**config.mk**
```make
export PLATFORM = sky130hd
export DESIGN_NAME = gam_assoc_scheduler
export DESIGN_NICKNAME = d
export VERILOG_FILES = /design/src/rtl/gam_assoc_scheduler_pkg.sv /design/src/rtl/gam_assoc_scheduler_fifo.sv /design/src/rtl/gam_assoc_scheduler.sv
export SDC_FILE = /design/constraint.sdc
export NUM_CORES = 1
export LEC_CHECK = 0
export CAP_MARGIN = 5
export CORE_AREA = 2 2 318 320
export CTS_CLUSTER_SIZE = 10
export DETAILED_ROUTE_END_ITERATION = 7
export DIE_AREA = 0 0 320 322
export GPL_TIMING_DRIVEN = 0
export REMOVE_ABC_BUFFERS = 1
export SLEW_MARGIN = 0
export SYNTH_ARGS = -nofsm -noshare
export SYNTH_HDL_FRONTEND = slang
export SYNTH_SLANG_ARGS = --single-unit
```
**constraint.sdc**
```tcl
create_clock -name clk_i -period 6.7 [get_ports clk_i]
set_clock_uncertainty 0.1 [all_clocks]
set_input_delay 1.675 -clock clk_i [delete_from_list [all_inputs] [get_ports clk_i]]
set_output_delay 1.675 -clock clk_i [all_outputs]
set_load 0.1 [all_outputs]
```
**src/rtl/gam_assoc_scheduler_pkg.sv**
```systemverilog
// Shared types for the GAM associative-layer scheduler: node/class widths,
// the buffered training-pair payload and the sequencing FSM states.
package GAM_package;

  localparam int unsigned GAM_NODE_W      = 64;
  localparam int unsigned GAM_NUM_CLASSES = 16;
  localparam int unsigned GAM_CLS_W       = $clog2(GAM_NUM_CLASSES);

  typedef logic [GAM_NODE_W-1:0] node_vector_T;
  typedef logic [GAM_CLS_W-1:0]  class_idx_T;

  typedef struct packed {
    node_vector_T key_x;
    class_idx_T   key_c;
    node_vector_T resp_x;
    class_idx_T   resp_c;
  } assoc_pair_T;

  typedef enum logic [2:0] {
    S_IDLE       = 3'd0,
    S_KEY_ISSUE  = 3'd1,
    S_KEY_WAIT   = 3'd2,
    S_RESP_ISSUE = 3'd3,
    S_RESP_WAIT  = 3'd4,
    S_POP        = 3'd5
  } assoc_sched_state_T;

  function automatic logic class_ok(input int unsigned cls, input int unsigned num);
    return cls < num;
  endfunction

endpackage

```
**src/rtl/gam_assoc_scheduler_fifo.sv**
```systemverilog
// Synchronous FIFO of training pairs with registered full/empty flags.
module gam_pair_fifo
  import GAM_package::*;
#(
  parameter int unsigned DEPTH = 4
) (
  input  logic        clk_i,
  input  logic        rst_i,
  input  logic        push_i,
  input  assoc_pair_T data_i,
  input  logic        pop_i,
  output assoc_pair_T data_o,
  output logic        full_o,
  output logic        empty_o
);

  localparam int unsigned PTR_W = $clog2(DEPTH);
  localparam int unsigned CNT_W = $clog2(DEPTH + 1);

  assoc_pair_T      mem_q [DEPTH];
  logic [PTR_W-1:0] wr_ptr_q;
  logic [PTR_W-1:0] rd_ptr_q;
  logic [CNT_W-1:0] cnt_q;
  logic [CNT_W-1:0] cnt_d;
  logic             full_q;
  logic             empty_q;
  logic             do_push;
  logic             do_pop;

  always_comb begin
    do_push = push_i && !full_q;
    do_pop  = pop_i && !empty_q;
    cnt_d   = cnt_q;
    case ({do_push, do_pop})
      2'b10:   cnt_d = cnt_q + CNT_W'(1);
      2'b01:   cnt_d = cnt_q - CNT_W'(1);
      default: cnt_d = cnt_q;
    endcase
  end

  // Pointers wrap naturally since DEPTH is a power of two.
  always_ff @(posedge clk_i) begin
    if (rst_i) begin
      wr_ptr_q <= '0;
      rd_ptr_q <= '0;
      cnt_q    <= '0;
      full_q   <= 1'b0;
      empty_q  <= 1'b1;
    end else begin
      if (do_push) wr_ptr_q <= wr_ptr_q + PTR_W'(1);
      if (do_pop)  rd_ptr_q <= rd_ptr_q + PTR_W'(1);
      cnt_q   <= cnt_d;
      full_q  <= (cnt_d == CNT_W'(DEPTH));
      empty_q <= (cnt_d == '0);
    end
  end

  always_ff @(posedge clk_i) begin
    if (do_push) mem_q[wr_ptr_q] <= data_i;
  end

  assign data_o  = mem_q[rd_ptr_q];
  assign full_o  = full_q;
  assign empty_o = empty_q;

endmodule

```
**src/rtl/gam_assoc_scheduler.sv**
```systemverilog
// Replays buffered (key, response) training pairs to the associative layer
// as a key phase then a response phase, with timeouts and class checks.
module gam_assoc_scheduler
  import GAM_package::*;
#(
  parameter int unsigned NODE_W      = GAM_NODE_W,
  parameter int unsigned NUM_CLASSES = GAM_NUM_CLASSES,
  parameter int unsigned CLS_W       = $clog2(NUM_CLASSES),
  parameter int unsigned FIFO_DEPTH  = 4,
  parameter int unsigned TIMEOUT     = 255
) (
  input  logic              clk_i,
  input  logic              rst_i,
  input  logic              pair_valid_i,
  output logic              pair_ready_o,
  input  logic [NODE_W-1:0] key_x_i,
  input  logic [CLS_W-1:0]  key_c_i,
  input  logic [NODE_W-1:0] resp_x_i,
  input  logic [CLS_W-1:0]  resp_c_i,
  output logic [NODE_W-1:0] al_x_o,
  output logic [CLS_W-1:0]  al_c_o,
  output logic              al_key_response_o,
  output logic              al_start_o,
  input  logic              al_done_i,
  input  logic              err_clr_i,
  output logic              busy_o,
  output logic [15:0]       pair_count_o,
  output logic              timeout_err_o,
  output logic              class_err_o
);

  localparam int unsigned TO_W = $clog2(TIMEOUT + 1);

  assoc_sched_state_T state_q;
  logic [TO_W-1:0]    tmo_q;
  logic               drop_q;
  logic [NODE_W-1:0]  al_x_q;
  logic [CLS_W-1:0]   al_c_q;
  logic               al_kr_q;
  logic               al_start_q;
  logic [15:0]        pair_count_q;
  logic               timeout_err_q;
  logic               class_err_q;

  assoc_pair_T fifo_wdata;
  assoc_pair_T fifo_head;
  logic        fifo_full;
  logic        fifo_empty;
  logic        accept;
  logic        class_bad;
  logic        class_set;
  logic        push;
  logic        pop;
  logic        in_wait;
  logic        tmo_hit;
  logic        timeout_set;

  always_comb begin
    class_bad   = !class_ok(32'(key_c_i), NUM_CLASSES) ||
                  !class_ok(32'(resp_c_i), NUM_CLASSES);
    accept      = pair_valid_i && !fifo_full;
    push        = accept && !class_bad;
    class_set   = accept && class_bad;
    pop         = (state_q == S_POP);
    in_wait     = (state_q == S_KEY_WAIT) || (state_q == S_RESP_WAIT);
    tmo_hit     = (tmo_q == TO_W'(TIMEOUT - 1));
    timeout_set = in_wait && !al_done_i && tmo_hit;
    fifo_wdata        = '0;
    fifo_wdata.key_x  = node_vector_T'(key_x_i);
    fifo_wdata.key_c  = class_idx_T'(key_c_i);
    fifo_wdata.resp_x = node_vector_T'(resp_x_i);
    fifo_wdata.resp_c = class_idx_T'(resp_c_i);
  end

  gam_pair_fifo #(
    .DEPTH (FIFO_DEPTH)
  ) u_fifo (
    .clk_i   (clk_i),
    .rst_i   (rst_i),
    .push_i  (push),
    .data_i  (fifo_wdata),
    .pop_i   (pop),
    .data_o  (fifo_head),
    .full_o  (fifo_full),
    .empty_o (fifo_empty)
  );

  // Sequencer; al_* are loaded on entry to each ISSUE state and held otherwise.
  always_ff @(posedge clk_i) begin
    if (rst_i) begin
      state_q       <= S_IDLE;
      tmo_q         <= '0;
      drop_q        <= 1'b0;
      al_x_q        <= '0;
      al_c_q        <= '0;
      al_kr_q       <= 1'b0;
      al_start_q    <= 1'b0;
      pair_count_q  <= '0;
      timeout_err_q <= 1'b0;
      class_err_q   <= 1'b0;
    end else begin
      al_start_q    <= 1'b0;
      timeout_err_q <= timeout_set || (timeout_err_q && !err_clr_i);
      class_err_q   <= class_set || (class_err_q && !err_clr_i);
      case (state_q)
        S_IDLE: begin
          if (!fifo_empty) begin
            state_q    <= S_KEY_ISSUE;
            al_x_q     <= NODE_W'(fifo_head.key_x);
            al_c_q     <= CLS_W'(fifo_head.key_c);
            al_kr_q    <= 1'b0;
            al_start_q <= 1'b1;
            drop_q     <= 1'b0;
          end
        end
        S_KEY_ISSUE: begin
          tmo_q   <= '0;
          state_q <= S_KEY_WAIT;
        end
        S_KEY_WAIT: begin
          if (al_done_i) begin
            state_q    <= S_RESP_ISSUE;
            al_x_q     <= NODE_W'(fifo_head.resp_x);
            al_c_q     <= CLS_W'(fifo_head.resp_c);
            al_kr_q    <= 1'b1;
            al_start_q <= 1'b1;
          end else if (tmo_hit) begin
            state_q <= S_POP;
            drop_q  <= 1'b1;
          end else begin
            tmo_q <= tmo_q + TO_W'(1);
          end
        end
        S_RESP_ISSUE: begin
          tmo_q   <= '0;
          state_q <= S_RESP_WAIT;
        end
        S_RESP_WAIT: begin
          if (al_done_i) begin
            state_q <= S_POP;
          end else if (tmo_hit) begin
            state_q <= S_POP;
            drop_q  <= 1'b1;
          end else begin
            tmo_q <= tmo_q + TO_W'(1);
          end
        end
        S_POP: begin
          if (!drop_q) pair_count_q <= pair_count_q + 16'd1;
          state_q <= S_IDLE;
        end
        default: state_q <= S_IDLE;
      endcase
    end
  end

  assign pair_ready_o      = !fifo_full;
  assign busy_o            = (state_q != S_IDLE) || !fifo_empty;
  assign al_x_o            = al_x_q;
  assign al_c_o            = al_c_q;
  assign al_key_response_o = al_kr_q;
  assign al_start_o        = al_start_q;
  assign pair_count_o      = pair_count_q;
  assign timeout_err_o     = timeout_err_q;
  assign class_err_o       = class_err_q;

endmodule

```
==> out/qor.log <==
INFO  outcome        outcome=completed
INFO  worst_setup_path slowest_stage=clkdlybuf4s50_1
INFO  drt            detail_route.wirelength=55.1mm
INFO  sta            setup_viol_count_final=0
INFO  yosys          synthesis_warnings=0
INFO  drt            wl_per_cell=19.0um
INFO  floorplan      core_area=99600um2
INFO  sta            rsz_0062_raised_after_global_routing=false
INFO  grt            grt_pass1_wl=83.4mm
INFO  pwr            share_seq_of_total_power=47.5%
INFO  sta            post_route_setup_tns=0ns
INFO  run            drv_cap=0
INFO  layout         final_net_count=1702
INFO  floorplan      die_area=103000um2
INFO  yosys          number_of_enable_type_register_cells_in_the_synthesized_netlist=544
INFO  clock_tree     post_cts_hold_buffer_count=0
INFO  floorplan      floorplan.initialDensity=24.8%
INFO  placement      dpl.cell_count=2770
INFO  yosys          proportion_of_netlist_area_held_by_the_largest_area_contributor=66.2%
INFO  drt            drt_iter0_drc=795
INFO  sta            final-max-slew-violation-count=0
INFO  worst_setup_path crit_path_max_incr_delay=1.20ns
INFO  pwr            share_comb_of_total_power=14.3%
INFO  hold_path      holdCritStartpoint=al_key_response_o
INFO  sta            fmax=217MHz
INFO  yosys          post_synth_most_frequent_cells=edfxtp_1, mux4_2, dfxtp_1
INFO  yosys          synth-main-ff-cell=edfxtp_1
INFO  floorplan      die_h=322um
INFO  pwr            power.static_leakage=9.71nW
INFO  pwr            power_density=318nW/um2
INFO  clock_tree     clock_sinks=655
INFO  yosys          netlist.top_cell.by_area=edfxtp_1
INFO  yosys          yosys.cell_types.count=54
INFO  floorplan      fp-row-count=116
INFO  hold_path      min-delay-path-class=flop to flop
INFO  worst_setup_path path_delay_family=buffers and inverters
INFO  grt            first_global_vias=13700
INFO  yosys          synth_most_common_cell=edfxtp_1
INFO  yosys          synth-seq-cells=655
INFO  worst_setup_path biggest_fanout_along_the_worst_timing_path=17
INFO  sta            min_period_over_period=68.8%
INFO  sta            worst_slew_pin_slew=1.25ns
INFO  placement      hpwl=34.5mm
INFO  layout         area_delta_synth_final=27.3%
INFO  yosys          yosys-top-cells-area=edfxtp_1, mux4_2, dfxtp_1
INFO  clock_tree     tritoncts=yes
INFO  clock_tree     post-cts-setup-buffer-count=0
INFO  layout         final_layout_size_suffix_gt1_share=18.5%
INFO  clock_tree     worst_setup_hold_path_clk_slew=0.06ns
INFO  worst_setup_path worstPathCellList=inv_1 -> nand3_1 -> clkdlybuf4s50_1
INFO  clock_tree     cts-root-to-sink-buffers=3
INFO  yosys          syn-mean-instance-area=19.5um2
INFO  worst_setup_path path_buf_inv=2
INFO  sta            final_critical_path_setup_slack=2.09ns
INFO  worst_setup_path timing.critical_path.arrival=2.83ns
INFO  pwr            ir_drop=252uV
INFO  placement      detailedPlace.worstSlack=1.81ns
INFO  pwr            pwr-share-clk=38.2%
INFO  layout         fin_cells=2901
INFO  yosys          postSynthCellCount=1262
INFO  grt            global_route.usage.total=10.7%
INFO  grt            number_of_antenna_violations_at_the_first_check_in_global_routing=11
INFO  clock_tree     post_cts_resized=0
INFO  grt            largest_net_degree_at_the_start_of_global_routing=71
INFO  worst_setup_path worst_setup_path_start_kind=flop
INFO  drt            vias=12700
INFO  worst_setup_path rr_startpoint=state_q[1]
INFO  pwr            sw_power=0.00270W
INFO  placement      gp_congestion=0.730
INFO  sta            maxSlewHeadroom=16.5%
INFO  worst_setup_path worst_ep_required_time=4.93ns
INFO  drt            routed_via_count_divided_by_cell_count=4.39
INFO  worst_setup_path path_class=flop to output pin
INFO  yosys          async_reset_ff_share=0%
INFO  sta            hold_violations=0
INFO  worst_setup_path critical_path.startpoint=state_q[2]
INFO  floorplan      die_w=320um
INFO  drt            route.detailed.drc=0
INFO  clock_tree     clock_latency_late_sink=0.64ns
INFO  clock_tree     cts_root_buf=clkbuf_16
INFO  drt            firstDrtPassIters=7
INFO  placement      buffer_ports.inserted=230
INFO  worst_setup_path end_kind=output pin
INFO  pwr            power.switching_fraction=27.0%
INFO  clock_tree     htree_levels=3
INFO  floorplan      pin_count=231
INFO  drt            count_of_antenna_violating_nets_left_after_detailed_routing=0
INFO  grt            grt.overflow.total=0
INFO  clock_tree     numCtsBuffers=78
INFO  sta            finalCriticalPeriod=4.61ns
INFO  yosys          sequential_share_of_the_synthesized_area=75.2%
INFO  yosys          synth.cell_area=24700um2
INFO  pwr            int_power=0.00730W
INFO  pwr            p_total=0.00999W
INFO  sta            timing.hold.ws=0.362ns
## layer usage
| metal | track usage [%] | part of all wire [%] | up-vias |
|---|---|---|---|
| met4 | 3.70 | 2.1 | 20 |
| met1 | 12.8 | 41 | 6591 |
| met5 | 0 | 0.24 | - |
| met2 | 18.1 | 50 | 309 |
| li1 | - | - | 5709 |
| met3 | 3.46 | 6.8 | 93 |
## cells in the final DEF (no fill, tap or decap), types with 4 or more instances in the layout
master           Yosys  final
a21oi_1             15     15
xor2_1               6      6
clkdlybuf4s50_1      0    229
nor2_1              98     98
edfxtp_1           544    544
mux2i_1             72     72
or3_1                4      4
clkbuf_1            25     38
ha_1                 8      8
dfxtp_1            111    109
and2_4               0      4
buf_16               0     18
a211oi_1            68     68
xnor2_1              9      9
nand2_1             19     19
inv_1                9      9
o21ai_0              4      4
clkbuf_16            0     78
mux4_2             136    136
nor2b_1             12     12
buf_4                7     16
buf_6                0     15
nand3_1             13     13
nand4_1              5      5
nor3_1               8      7
## worst register-to-register path, cell delays in order, from the launching register on
cell and delay [ns]:
dfxtp_1 0.55, inv_1 0.17, nor3_2 0.69, buf_6 0.24, buf_6 0.18, buf_6 0.18
buf_6 0.16, buf_8 0.16, buf_8 0.16, buf_6 0.15, mux2i_1 0.19, a211oi_1 0.09
## logic make-up (layout without fill, tap and decap cells)
| family | after synthesis | in the layout | share of synthesized area, % |
|---|---|---|---|
| DFF | 655 | 655 | 75.2 |
| muxes | 211 | 211 | 15.5 |
| other | 0 | 1 | 0 |
| AOI/OAI and AO/OA | 108 | 108 | 3.20 |
| and+or+nand+nor | 185 | 185 | 3.61 |
| buffers and inverters | 79 | 419 | 1.48 |
| adders and majority gates | 9 | 9 | 0.487 |
| xor gates and xnor gates | 15 | 15 | 0.533 |
## final timing paths
| check | endpoint | slack (ns) | cells after the start |
|---|---|---|---|
| setup / recovery | busy_o | 2.09 | 3 |
| hold / removal | al_key_response_o | 0.36 | 2 |
| setup reg to reg | al_x_o[11] | 3.53 | 11 |
| hold reg to reg | al_key_response_o | 0.36 | 2 |
## registers in the layout (all words and copies together), names as in the netlist, named ones only
signal,count
u_fifo.rd_ptr_q,2
al_key_response_o,1
timeout_err_o,1
u_fifo.wr_ptr_q,2
u_fifo.empty_o,1
al_x_o,64
u_fifo.cnt_q,3
drop_q,1
al_c_o,4
pair_count_o,16
u_fifo.full_o,1
class_err_o,1
u_fifo.mem_q,544
al_start_o,1
tmo_q,8
state_q,3
## power groups by stage
stage | sequential [W] | combinational (W) | clock [W]
final | 0.00475 | 0.00143 | 0.00382
after detailed placement | 0.00483 | 0.00145 | 0
after CTS | 0.00475 | 0.00145 | 0.00396
after floorplan | 0.00538 | 0.000438 | 0
after global routing | 0.00477 | 0.00151 | 0.00413
after global placement | 0.00487 | 0.00151 | 0
## cell type report
cell class / instances / area (um2)
multi-input combinational: 528 / 5770
inverter: 9 / 33.8
antenna: 1 / 2.50
clock inverter: 13 / 186
tap: 1298 / 1620
sequential: 655 / 18600
clock buffer: 117 / 2110
timing repair buffer: 280 / 3110
fill: 9622 / 68200
## stage by stage
stage               util, %  instance area, um2
floorplan                 -               24300
global route           31.5               31400
CTS                    31.5               31400
finish                 31.5               31400
detailed placement     29.2               29100
global placement       28.4               28300
No activity file was read; power rests on OpenSTA's default activity.
